--- config.mk ---
export PLATFORM = sky130hd
export DESIGN_NAME = issue_scoreboard
export DESIGN_NICKNAME = d
export VERILOG_FILES = /design/src/rtl/issue_scoreboard.sv
export SDC_FILE = /design/constraint.sdc
export NUM_CORES = 1
export LEC_CHECK = 0
export CELL_PAD_IN_SITES_DETAIL_PLACEMENT = 0
export CELL_PAD_IN_SITES_GLOBAL_PLACEMENT = 1
export CORE_MARGIN = 2
export CORE_UTILIZATION = 44
export DETAILED_ROUTE_END_ITERATION = 6
export PLACE_DENSITY = 0.86
export RECOVER_POWER = 50
export SYNTH_ARGS = -nofsm -noshare
export SYNTH_HDL_FRONTEND = slang
export SYNTH_SLANG_ARGS = --single-unit
--- constraint.sdc ---
create_clock -name clk -period 8.4 [get_ports clk]
set_input_delay 1.68 -clock clk [delete_from_list [all_inputs] [get_ports clk]]
set_output_delay 1.68 -clock clk [all_outputs]
set_load 0.03 [all_outputs]
--- src/rtl/issue_scoreboard.sv ---
// Per-warp register hazard scoreboard feeding the operand collector through one output register.
// Optional stall watchdog enabled by defining SCOREBOARD_TIMEOUT_EN (adds timeout/timeout_wid ports).
module issue_scoreboard #(
    parameter int NUM_WARPS = 4,
    parameter int NUM_REGS  = 32,
    parameter int DATAW     = 64,
`ifdef SCOREBOARD_TIMEOUT_EN
    parameter int STALL_TIMEOUT = 4096,
`endif
    localparam int WID_W = (NUM_WARPS > 1) ? $clog2(NUM_WARPS) : 1,
    localparam int RID_W = $clog2(NUM_REGS)
) (
    input  logic                 clk,
    input  logic                 reset,
    input  logic                 in_valid,
    output logic                 in_ready,
    input  logic [WID_W-1:0]     in_wid,
    input  logic                 in_wb,
    input  logic [RID_W-1:0]     in_rd,
    input  logic [RID_W-1:0]     in_rs1,
    input  logic [RID_W-1:0]     in_rs2,
    input  logic [RID_W-1:0]     in_rs3,
    input  logic [2:0]           in_used_rs,
    input  logic [DATAW-1:0]     in_data,
    output logic                 out_valid,
    input  logic                 out_ready,
    output logic [WID_W-1:0]     out_wid,
    output logic                 out_wb,
    output logic [RID_W-1:0]     out_rd,
    output logic [DATAW-1:0]     out_data,
    input  logic                 wb_valid,
    input  logic [WID_W-1:0]     wb_wid,
    input  logic [RID_W-1:0]     wb_rd,
    input  logic                 wb_eop,
    output logic [NUM_WARPS-1:0] pending_any
`ifdef SCOREBOARD_TIMEOUT_EN
    ,
    output logic                 timeout,
    output logic [WID_W-1:0]     timeout_wid
`endif
);

    logic [NUM_WARPS-1:0][NUM_REGS-1:0] pending_q, pending_d, eff;
    logic                 rel;
    logic                 hazard;
    logic                 in_fire;
    logic                 out_valid_q;
    logic [WID_W-1:0]     out_wid_q;
    logic                 out_wb_q;
    logic [RID_W-1:0]     out_rd_q;
    logic [DATAW-1:0]     out_data_q;

    // Only the last writeback packet retires the destination register.
    assign rel = wb_valid && wb_eop;

    // NOTE: every combinational output gets a default first, so no path leaves it unassigned and no latch is inferred.
    always_comb begin
        eff = pending_q;
        if (rel) begin
            eff[wb_wid][wb_rd] = 1'b0;
        end
    end

    always_comb begin
        hazard = 1'b0;
        if (in_used_rs[0] && (in_rs1 != '0) && eff[in_wid][in_rs1]) hazard = 1'b1;
        if (in_used_rs[1] && (in_rs2 != '0) && eff[in_wid][in_rs2]) hazard = 1'b1;
        if (in_used_rs[2] && (in_rs3 != '0) && eff[in_wid][in_rs3]) hazard = 1'b1;
        if (in_wb && (in_rd != '0) && eff[in_wid][in_rd])           hazard = 1'b1;
    end

    assign in_ready = !hazard && (!out_valid_q || out_ready);
    assign in_fire  = in_valid && in_ready;

    always_comb begin
        pending_d = pending_q;
        if (rel && (wb_rd != '0)) begin
            pending_d[wb_wid][wb_rd] = 1'b0;
        end
        // Applied after the release so a same-bit collision leaves the register pending.
        if (in_fire && in_wb && (in_rd != '0)) begin
            pending_d[in_wid][in_rd] = 1'b1;
        end
    end

    // NOTE: state is updated only with non-blocking assignments so every flop samples pre-edge values.
    // NOTE: the pending array is plain flops, not RAM, so it is cleared by reset along with the output stage.
    always_ff @(posedge clk or posedge reset) begin
        if (reset) begin
            pending_q   <= '0;
            out_valid_q <= 1'b0;
            out_wid_q   <= '0;
            out_wb_q    <= 1'b0;
            out_rd_q    <= '0;
            out_data_q  <= '0;
        end else begin
            pending_q <= pending_d;
            if (in_fire) begin
                out_valid_q <= 1'b1;
                out_wid_q   <= in_wid;
                out_wb_q    <= in_wb;
                out_rd_q    <= in_rd;
                out_data_q  <= in_data;
            end else if (out_ready) begin
                out_valid_q <= 1'b0;
            end
        end
    end

    assign out_valid = out_valid_q;
    assign out_wid   = out_wid_q;
    assign out_wb    = out_wb_q;
    assign out_rd    = out_rd_q;
    assign out_data  = out_data_q;

    // Scheduler hint reflects committed state only, never the same-cycle bypass.
    always_comb begin
        pending_any = '0;
        for (int w = 0; w < NUM_WARPS; w++) begin
            pending_any[w] = |pending_q[w];
        end
    end

`ifdef SCOREBOARD_TIMEOUT_EN
    localparam int CNT_W = 13;

    logic [CNT_W-1:0] stall_cnt_q, stall_cnt_d;
    logic             timeout_q;
    logic [WID_W-1:0] timeout_wid_q;

    always_comb begin
        stall_cnt_d = stall_cnt_q;
        if (!in_valid || in_fire) begin
            stall_cnt_d = '0;
        end else if (hazard && (stall_cnt_q != '1)) begin
            stall_cnt_d = stall_cnt_q + CNT_W'(1);
        end
    end

    // Sticky: the first warp to hit the limit is the one reported.
    always_ff @(posedge clk or posedge reset) begin
        if (reset) begin
            stall_cnt_q   <= '0;
            timeout_q     <= 1'b0;
            timeout_wid_q <= '0;
        end else begin
            stall_cnt_q <= stall_cnt_d;
            if (!timeout_q && (stall_cnt_d == CNT_W'(STALL_TIMEOUT))) begin
                timeout_q     <= 1'b1;
                timeout_wid_q <= in_wid;
            end
        end
    end

    assign timeout     = timeout_q;
    assign timeout_wid = timeout_wid_q;
`endif

endmodule

== Word level (Yosys, flattened, before mapping) ==
Index checks and enable logic that the tools add are counted.

* Register bits: 201

* Multiplexer cells: 27
* Reduce and logical (&&, ||, !) cells: 31
* Magnitude comparators: 11
* Bitwise gates (word level): 3

{| class="wikitable"
|+ Operators by type and width
! operator !! count
|-
| $mux 128 || 3
|-
| $and 128x128->128 || 1
|-
| $demux 32 s2 || 2
|-
| $not 128->128 || 1
|-
| $or 128x128->128 || 1
|-
| $reduce_or 32->1 || 4
|-
| $mux 32 || 3
|-
| $bmux 32 s2 || 1
|-
| $lt 5x6->1 const B || 5
|-
| $reduce_bool 5->1 || 5
|-
| $bmux 1 s5 || 4
|-
| $logic_and 1x1->1 || 18
|-
| $mux 1 || 12
|-
| $demux 1 s5 || 2
|-
| $ge 5x1->1 const B || 2
|-
| $lt 2x3->1 const B || 2
|-
| $ge 2x1->1 const B || 2
|-
| $logic_not 1->1 || 2
|-
| $reduce_bool 2->1 || 1
|-
| $logic_or 1x1->1 || 1
|}

== Longest topological paths before layout ==
Gate-level depths: netlist (run 1).

* Word-level depth: 24
* Gate-level depth with buffers: 13

== Worst setup path after synthesis (run 1) ==
Ideal clock, no wire load.

* Kind: input-to-output
* Start point: input port in_wid[0]
* End point: output port in_ready
* Slack: 2.450 ns
* Data arrival time: 4.270 ns
* Buffers on the path: 2
* Cell stages on the path: 9
* Cells stage by stage: buf_4 -> buf_1 -> mux4_2 -> o21a_1 -> mux4_2 -> nor3b_1 -> a2111oi_2 -> a211oi_2 -> and3_1

* Word-level cells in the longest chain between the ends: 11
* Elaborated cells on any way between the ends: 20
* Those cells by class: mux (14); reduce/logical (6)

{| class="wikitable"
|+ RTL lines
! what !! line !! text
|-
| start: declaration || 17 || <nowiki>input logic [WID_W-1:0] in_wid,</nowiki>
|-
| $bmux 32 s2 * || - ||
|-
| $mux 32 (not written as such) * || - ||
|-
| $bmux 1 s5 || 66 || <nowiki>if (in_used_rs[0] && (in_rs1 != '0) && eff[in_wid][in_rs1]) hazard = 1'b1;</nowiki>
|-
| $mux 1 (not written as such) || 66 ||
|-
| $logic_and 1x1->1 || 66 ||
|-
| $mux 1 || 66 ||
|-
| $mux 1 || 67 || <nowiki>if (in_used_rs[1] && (in_rs2 != '0) && eff[in_wid][in_rs2]) hazard = 1'b1;</nowiki>
|-
| $mux 1 || 68 || <nowiki>if (in_used_rs[2] && (in_rs3 != '0) && eff[in_wid][in_rs3]) hazard = 1'b1;</nowiki>
|-
| $mux 1 * || 69 || <nowiki>if (in_wb && (in_rd != '0) && eff[in_wid][in_rd]) hazard = 1'b1;</nowiki>
|-
| $logic_not 1->1 * || 72 || <nowiki>assign in_ready = !hazard && (!out_valid_q || out_ready);</nowiki>
|-
| $logic_and 1x1->1 * || 72 ||
|-
| end: declaration || 16 || <nowiki>output logic in_ready,</nowiki>
|}

Mark *: on every way between the ends. The rest lies on a longest branch, timed or not. The select of a mux whose other input is x is not followed.

== Final worst setup path (run 1) ==
* Start point: input port wb_rd[3]
* End point: output port in_ready

* Word-level cells in the longest chain between the ends: 20
* Elaborated cells on any way between the ends: 30
* Those cells by class: order compare (2); mux (19); bitwise (2); reduce/logical (7)

{| class="wikitable"
|+ RTL lines
! what !! line !! text
|-
| start: declaration || 33 || <nowiki>input logic [RID_W-1:0] wb_rd,</nowiki>
|-
| $lt 5x6->1 (not written as such) or $ge 5x1->1 (tied branches) || 60 || <nowiki>eff[wb_wid][wb_rd] = 1'b0;</nowiki>
|-
| $logic_and 1x1->1 (not written as such) || 60 ||
|-
| $mux 1 (not written as such) || 60 ||
|-
| $demux 1 s5 * || 60 ||
|-
| $mux 32 (not written as such) * || 60 ||
|-
| $demux 32 s2 * || 60 ||
|-
| $not 128->128 (no source line) * || - ||
|-
| $and 128x128->128 (no source line) * || - ||
|-
| (+4 left out) || - ||
|-
| $mux 1 (not written as such) || 66 ||
|-
| $logic_and 1x1->1 || 66 ||
|-
| $mux 1 || 66 ||
|-
| $mux 1 || 67 ||
|-
| $mux 1 || 68 ||
|-
| $mux 1 * || 69 ||
|-
| $logic_not 1->1 * || 72 ||
|-
| $logic_and 1x1->1 * || 72 ||
|}

Marks and branches as above.

==> run_results.csv, run 1 <==
group,metric,value,unit
outcome,outcome,"complete, but fails checks",
outcome,violations,"max-capacitance violations, max-slew violations",
synth,synth_edf_count,0,
timing,worstMarginPinSlew,4.16,ns
timing,finalSetupViolations,0,
timing,fin_crit,7.84,ns
setup_path,crit_required,6.72,ns
synth,synth.most_common_cell,"dfrtp_1",
global_route,grt_max_degree,93,
global_route,grt_pass1_wl,60.8,mm
clock_tree,cts_resized,0,
setup_path,crit_family,"simple AND/OR/NAND/NOR gates",
synth,synth_cell_type_count,57,
setup_path,critical_path_class,"input pin to primary output",
clock_tree,clockBufferDepth,3,
die,die_w,169,µm
synth,synth_area_per_cell,12.0,µm²
global_route,antenna_found_initial,0,
timing,tns,0,ns
synth,ys_ff_latch,201,
die,ios,181,
timing,max_freq,128,MHz
run,maxCapViolCount,3,
timing,hold_slack,0.411,ns
timing,drv_slew,206,
clock_tree,h-tree-depth,1,
synth,synth_top_area_share,0.419,
synth,yosysWarnings,0,
clock_tree,insertion_delay,0.53,ns
detailed_routing,detail-route-antenna-nets,0,
synth,synthTopCellsByArea,"dfrtp_1 42%, o41ai_2 17%, mux4_2 8.3%",
min_path,min_path_cells,0,
detailed_routing,firstDrtPassIters,5,
min_path,hold_path.class,"flop to flop",
power,power_density,224,mW/mm²
timing,final.setup.worst_slack,0.561,ns
die,core,0.0269,mm²
setup_path,end_kind,"primary output",
power,power.total,0.00331,W
global_route,grt_pass1_vias,10300,
setup_path,cp_max_fo,16,
placed_design,post-place-ws,0.666,ns
synth,synthArstFlopShare,1.00,
detailed_routing,initialDrtViolationCount,1134,
setup_path,r2r_slack,3.96,ns
clock_tree,cts_hold_buffers,0,
clock_tree,cts_tree,"done",
detailed_routing,drc,0,
placed_design,dpl.hpwl,26.9,mm
clock_tree,cts_buffers,24,
die,row_count,60,
cells_and_area,area_growth,23.0,%
cells_and_area,antenna_cells,0,
detailed_routing,drt-total-wl,38.9,mm
detailed_routing,wl_per_cell,26.1,µm
global_route,track_usage,0.272,
setup_path,path_buf_inv,2,
power,leakage,6.08,nW
timing,rsz0062_at_grt,"no",
setup_path,arrival,6.16,ns
clock_tree,post_cts_buffers,0,
setup_path,slowest_stage,"clkdlybuf4s50_1",
synth,seq_area_frac_synth,0.419,
synth,synthFlopType,"dfrtp_1",
timing,finClkSkew,0.0120,ns
clock_tree,clk_pin_slew,0.05,ns
power,peakVddDrop,0.208,mV
die,die_h,169,µm
global_route,grt_remaining_overflow,0,
die,start_util,0.446,
die,die_area,0.0286,mm²
setup_path,crit_top_cell,"clkdlybuf4s50_1",
synth,synthCells,1004,
timing,finalHoldViolCount,0,
setup_path,cp.depth,10,
cells_and_area,layout.nets,1240,
detailed_routing,vias,9998,
synth,syn-num-nets,1107,
setup_path,cp_slowest_stage_delay,0.66,ns
setup_path,r2r_cells,9,
setup_path,start_kind,"input pin",
timing,period_share,0.933,
synth,synthTopCellsByCount,"201 x dfrtp_1, 144 x o21ai_0, 124 x o41ai_2",
synth,synth_top_area_cell,"dfrtp_1",
setup_path,critical_path.cell_chain,"clkdlybuf4s50_1 -> nor2b_1 -> nand4b_1 -> o21a_1 -> mux4_2 -> a2111oi_0 -> nor4_1 -> a211oi_2 -> and3_1 -> clkdlybuf4s50_1",
timing,slew_headroom,-1.79,
placed_design,portBuffers,180,
cells_and_area,drive_gt1_frac,0.277,
placed_design,gp_congestion,0.952,
synth,netlist_area,0.0120,mm²
clock_tree,cts.sinks,201,
detailed_routing,vias_per_cell,6.70,
clock_tree,cts_root_buf,"clkbuf_16",
[cells in the final DEF (no fill, tap or decap), types with 24 or more instances in the layout]
master           instances
dlygate4sd3_1           36
mux4_2                  44
mux2_2                  72
dfrtp_1                201
o21ai_0                144
nor2_1                  25
clkdlybuf4s50_1        142
nor4_1                  34
o41ai_2                124
clkbuf_16               24
nand2_1                 82
[stage by stage]
step,cell area [µm²],instances,util
global placement,14000,1452,0.520
CTS,14800,1493,0.549
finish,14800,1493,0.549
detailed placement,14000,1452,0.520
global route,14800,1493,0.549
floorplan,12000,1004,-
[layer usage]
layer  track usage  vias up  wire (µm)
met4         0.114        0       1710
met2         0.420      599      17800
met3        0.0702      112       3880
met1         0.364     5048      15500
li1              -     4239          -
met5             0        -          0
[power by group]
part,switching [W],leakage [nW],internal (W)
sequential,0.0000830,2.63,0.00111
combinational,0.000617,3.07,0.000436
clock,0.000414,0.385,0.000643
total,0.00111,6.08,0.00219
[registers in the layout (all words and copies together) (netlist names)]
signal,cells
out_wb,1
out_valid,1
pending_q,128
out_wid,2
out_rd,5
out_data,64
[cells by family (layout without fill, tap and decap cells)]
kind of cell | Yosys count | count (layout) | share of synthesized area
compound gates | 340 | 340 | 0.274
xor+xnor | 2 | 2 | 0.00271
buf+inv | 105 | 253 | 0.0420
flops | 201 | 201 | 0.419
mux | 136 | 136 | 0.167
simple gates | 220 | 220 | 0.0945
[path summary, 6_finish.rpt]
check / start / endpoint
worst min register to register: pending_q[96]$_DFF_PP0_ / pending_q[96]$_DFF_PP0_
min in group asynchronous: reset / out_data[30]$_DFFE_PP0P_
worst min-delay path: pending_q[96]$_DFF_PP0_ / pending_q[96]$_DFF_PP0_
max in group asynchronous: reset / out_data[61]$_DFFE_PP0P_
worst max register to register: pending_q[106]$_DFF_PP0_ / pending_q[62]$_DFF_PP0_
worst max-delay path: wb_rd[3] / in_ready
[layout make-up]
class                   count  area, µm²
clock inverters             9        136
fillers                  2249      12100
flip-flops and latches    201       5030
clock buffers              32        661
multi-input cells         698       6490
inverters                  11       42.5
well taps                 341        427
repair buffers            201       1970
Power figures use the tool's default switching activity.
==> inputs of run 2 (changes only) <==
Clock period 8.4 ns to 7.8 ns, I/O delays scaled along.
==> run_results.csv, run 2 (synthesized netlist as in run 1, its figures left out) <==
group,metric,value,unit
outcome,outcome,"complete, but fails checks",
outcome,violations,"max-capacitance violations, max-slew violations",
detailed_routing,vias,10200,
power,clockPowerShare,0.327,
power,peakVddDrop,0.247,mV
clock_tree,clockBufferDepth,3,
timing,max_freq,137,MHz
timing,slew_headroom,-2.50,
die,die_area,0.0286,mm²
cells_and_area,antenna_cells,0,
die,start_util,0.446,
cells_and_area,multi_input_area,0.00649,mm²
placed_design,portBuffers,180,
setup_path,crit_required,6.24,ns
clock_tree,cts_root_buf,"clkbuf_16",
timing,finalSetupViolations,0,
clock_tree,post_cts_buffers,0,
placed_design,dp_cells,1459,
timing,worstMarginPinSlew,5.25,ns
timing,fin_crit,7.30,ns
cells_and_area,area_growth,23.6,%
power,p_int,0.00236,W
clock_tree,cts.sinks,201,
detailed_routing,detail-route-antenna-nets,0,
cells_and_area,fill_cells,2275,
detailed_routing,wl_per_cell,26.0,µm
die,row_count,60,
clock_tree,h-tree-depth,1,
min_path,hold_path.class,"flop to flop",
clock_tree,clk_pin_slew,0.06,ns
setup_path,start_kind,"input pin",
detailed_routing,initialDrtViolationCount,1099,
global_route,grt_pass1_wl,60.5,mm
detailed_routing,vias_per_cell,6.76,
clock_tree,cts_hold_buffers,0,
cells_and_area,largest_register_ffs,128,
cells_and_area,top_register,"pending_q",
timing,tns,0,ns
timing,final.setup.worst_slack,0.504,ns
setup_path,arrival,5.74,ns
global_route,antenna_found_initial,0,
run,maxCapViolCount,1,
cells_and_area,seq_area,0.00503,mm²
placed_design,post-place-ws,0.644,ns
power,p_switching,0.00121,W
timing,finClkSkew,0.0212,ns
timing,period_share,0.935,
setup_path,cp_max_fo,16,
cells_and_area,drive_gt1_frac,0.282,
power,switching_share,0.338,
placed_design,gp_congestion,1.01,
setup_path,critical_path_class,"input pin to primary output",
detailed_routing,firstDrtPassIters,5,
power,power_frac_seq,0.360,
detailed_routing,drt-total-wl,39.1,mm
global_route,grt_max_degree,136,
global_route,track_usage,0.270,
timing,finalHoldViolCount,0,
placed_design,dpl.hpwl,26.2,mm
global_route,grt_remaining_overflow,0,
clock_tree,cts_resized,0,
die,die_w,169,µm
clock_tree,cts_tree,"done",
global_route,grt_pass1_vias,10200,
detailed_routing,drc,0,
timing,drv_slew,136,
power,power_frac_comb,0.312,
setup_path,end_kind,"primary output",
die,ios,181,
timing,rsz0062_at_grt,"no",
clock_tree,cts_buffers,24,
die,die_h,169,µm
power,power_density,241,mW/mm²
cells_and_area,final_cell_mix,"201 x dfrtp_1, 144 x o21ai_0, 124 x o41ai_2",
die,core,0.0269,mm²
cells_and_area,final_common_cell,"dfrtp_1",
power,leakage,6.16,nW
cells_and_area,fin_cells,1501,
clock_tree,insertion_delay,0.54,ns
cells_and_area,layout.nets,1247,
==> run 2: cell count changes in the layout (fill, tap and decap cells not counted), sizes merged <==
cell | previous run | this run
buf | 21 | 30
clkdlybuf4s50 | 142 | 105
clkinv | 5 | 6
clkinvlp | 3 | 0
dlygate4sd3 | 36 | 73
inv | 9 | 10
==> run 2: metrics by stage <==
step | util | area [µm²] | hold WS, ns | total power (W)
after floorplan | - | 12000 | 0.445 | 0.00198
after global placement | 0.522 | 14000 | 0.382 | 0.00244
after detailed placement | 0.522 | 14000 | 0.388 | 0.00246
after CTS | 0.552 | 14800 | 0.400 | 0.00364
after global routing | 0.552 | 14800 | 0.418 | 0.00370
final | 0.552 | 14800 | 0.401 | 0.00357
==> run 2: cell type report <==
class	instances	area share
well taps	341	0.0288
inverters	11	0.00278
clock inverters	8	0.00852
clock buffers	34	0.0464
repair buffers	208	0.137
multi-input cells	698	0.438
flip-flops and latches	201	0.339
==> run 2: power by group through the flow <==
stage	sequential (W)	clock, W	combinational, W
global placement	0.00130	0	0.00115
floorplan	0.00154	0	0.000448
CTS	0.00129	0.00118	0.00116
global route	0.00130	0.00123	0.00117
finish	0.00128	0.00117	0.00111
detailed placement	0.00130	0	0.00115
==> run 2: worst paths after layout <==
check | startpoint | endpoint | slack (ns) | cells past startpoint
max in group asynchronous | reset | out_data[61]$_DFFE_PP0P_ | 1.41 | 3
max reg2reg | pending_q[110]$_DFF_PP0_ | pending_q[71]$_DFF_PP0_ | 3.33 | 9
min | pending_q[96]$_DFF_PP0_ | pending_q[96]$_DFF_PP0_ | 0.40 | 0
min in group asynchronous | reset | out_data[31]$_DFFE_PP0P_ | 3.28 | 2
min reg2reg | pending_q[96]$_DFF_PP0_ | pending_q[96]$_DFF_PP0_ | 0.40 | 0
max | wb_wid[0] | in_ready | 0.50 | 10
==> run 2: metal layers <==
metal | part of all wire | GRT usage
met5 | 0 | 0
met4 | 0.046 | 0.119
met3 | 0.11 | 0.0648
met2 | 0.45 | 0.410
met1 | 0.40 | 0.368
==> run 2: worst max-delay path, cell delays in order <==
cell and delay, ns:
clkdlybuf4s50_1 0.56, xnor2_2 0.38, nand4b_1 0.53, o21a_1 0.36, mux4_2 0.46, a2111oi_0 0.50, nor4_1 0.13, a211oi_2 0.38
and3_1 0.21, clkdlybuf4s50_1 0.66
==> variant (settings of run 1) <==
`pending_q` no longer has a reset.
--- a/src/rtl/issue_scoreboard.sv
+++ b/src/rtl/issue_scoreboard.sv
@@ -88,5 +88,4 @@
     always_ff @(posedge clk or posedge reset) begin
         if (reset) begin
-            pending_q   <= '0;
             out_valid_q <= 1'b0;
             out_wid_q   <= '0;
@@ -95,5 +94,4 @@
             out_data_q  <= '0;
         end else begin
-            pending_q <= pending_d;
             if (in_fire) begin
                 out_valid_q <= 1'b1;
@@ -106,4 +104,8 @@
             end
         end
+    end
+
+    always_ff @(posedge clk) begin
+        pending_q <= pending_d;
     end
 
Function: changed (a bounded check fails within 4 cycles, from zero or initial values and one cycle with reset high).
==> variant against run 1 <==
The flow finishes with violations (DRC, capacitance limit, slew limit); synthesized cell count grew 8.6%; routed wire length grew 3.6%; power shrank 0.22%; design area shrank 4.2%; area after synthesis shrank 5.2%; worst setup slack gained 0.14 ns; sequential cell count is the same; critical path type unchanged; largest power group unchanged.
==> variant: results <==
export IMPL_outcome="complete, but fails checks"
export IMPL_violations="DRC, capacitance limit, slew limit"
export IMPL_regToRegEndpoint="out_data[31]$_DFFE_PP0P_"
export IMPL_dpl_hpwl_mm=28.1
export IMPL_synth_top_cells_by_count="185 x o21ai_0, 128 x dfxtp_1, 76 x nand2_1, 76 x nand3_1, 73 x dfrtp_1"
export IMPL_place_ws_ns=0.944
export IMPL_hold_end="pending_q[0]$_DFF_P_"
export IMPL_viasPerCell=6.68
export IMPL_first_global_vias=9907
export IMPL_yosysUniqueCellTypes=67
export IMPL_n_fill_cell=2209
export IMPL_wl_mm=40.3
export IMPL_synthTopCellsByArea="dfxtp_1 23%, dfrtp_1 16%, o41ai_2 9.7%"
export IMPL_final_max_slew_viol_count=74
export IMPL_maxCapViolCount=1
export IMPL_dr_pass1_iters=7
export IMPL_final_layout_size_suffix_gt1_share_pct=19.6
export IMPL_drc=1
export IMPL_synth_compound_area_share_pct=23.0
export IMPL_yosysSeqAreaShare_pct=38.6
export IMPL_p_leak_nw=5.31
export IMPL_synthMuxAreaShare_pct=19.2
export IMPL_ys_flop_type="dfxtp_1"
export IMPL_grt_usage_pct=29.1
export IMPL_synthArstFlopShare_pct=36.3
export IMPL_drtIter0Drc=1614
export IMPL_critPathMaxFanout=13
export IMPL_slew_headroom_pct=-153
export IMPL_r2r_slack_ns=4.35
-- variant: cell count changes after synthesis, sizes merged, moves of 6 or more --
cell / run 1 / this run
dfrtp: 201 / 73
dfxtp: 0 / 128
nand3: 6 / 76
o41ai: 125 / 68
o21ai: 144 / 199
o21a: 17 / 1
o31ai: 2 / 13
nand4: 14 / 23
nor2: 25 / 34
nand2: 84 / 76
o211ai: 11 / 3
a32oi: 0 / 7
nor2b: 5 / 11
-- variant: cell type report --
| cell class | count | area share, % |
|---|---|---|
| clock buffer | 37 | 5.46 |
| timing repair buffer | 204 | 14.1 |
| sequential | 201 | 31.0 |
| multi-input combinational | 779 | 45.7 |
| clock inverter | 6 | 0.389 |
| tap | 330 | 2.92 |
| inverter | 15 | 0.398 |
-- variant: kinds of logic (layout without fill, tap and decap cells) --
logic type	count (synthesis)	count (layout)
muxes	134	134
AOI/OAI and AO/OA	330	330
xor gates and xnor gates	2	2
DFF	201	201
buffers and inverters	110	262
and+or+nand+nor	313	313
-- variant: worst max-delay path by stage --
stage	slack, ns	from	depth (start not counted)	end
6_report	0.70	wb_wid[1]	10	in_ready
3_3_place_gp	1.02	wb_wid[1]	10	in_ready
2_1_floorplan	2.67	in_wid[1]	10	in_ready
3_5_place_dp	0.94	wb_wid[1]	10	in_ready
5_1_grt	0.42	wb_wid[1]	10	in_ready
4_1_cts	0.93	wb_wid[1]	10	in_ready
-- variant: worst max-delay path: stages --
cell             delay [ns]
dlygate4sd3_1          0.61
xnor2_1                0.82
nand3_1                0.35
o21ai_0                0.49
mux2i_1                0.14
a222oi_1               0.31
nand4_1                0.21
a2111oi_4              0.49
and3_1                 0.23
clkdlybuf4s50_1        0.68
-- variant: stage by stage --
step / cells / util [%] / power, mW / area (sq um)
after CTS: 1572 / 56.1 / 3.36 / 14200
after detailed placement: 1529 / 52.8 / 2.29 / 13300
after global routing: 1572 / 56.0 / 3.42 / 14100
after floorplan: 1090 / - / 1.85 / 11400
after global placement: 1529 / 52.8 / 2.28 / 13300
final: 1572 / 56.0 / 3.30 / 14100
-- variant: per-layer routing --
metal / GRT usage [%] / vias to the layer above / part of all wire [%]
li1: - / 4518 / -
met1: 40.8 / 5121 / 40
met2: 44.5 / 760 / 44
met3: 6.35 / 104 / 12
met4: 10.1 / 0 / 3.4
met5: 0 / - / 0
-- variant: power breakdown --
group | internal, mW | switching (mW)
logic | 0.433 | 0.608
clock network | 0.660 | 0.414
registers | 1.10 | 0.0811
total | 2.20 | 1.10
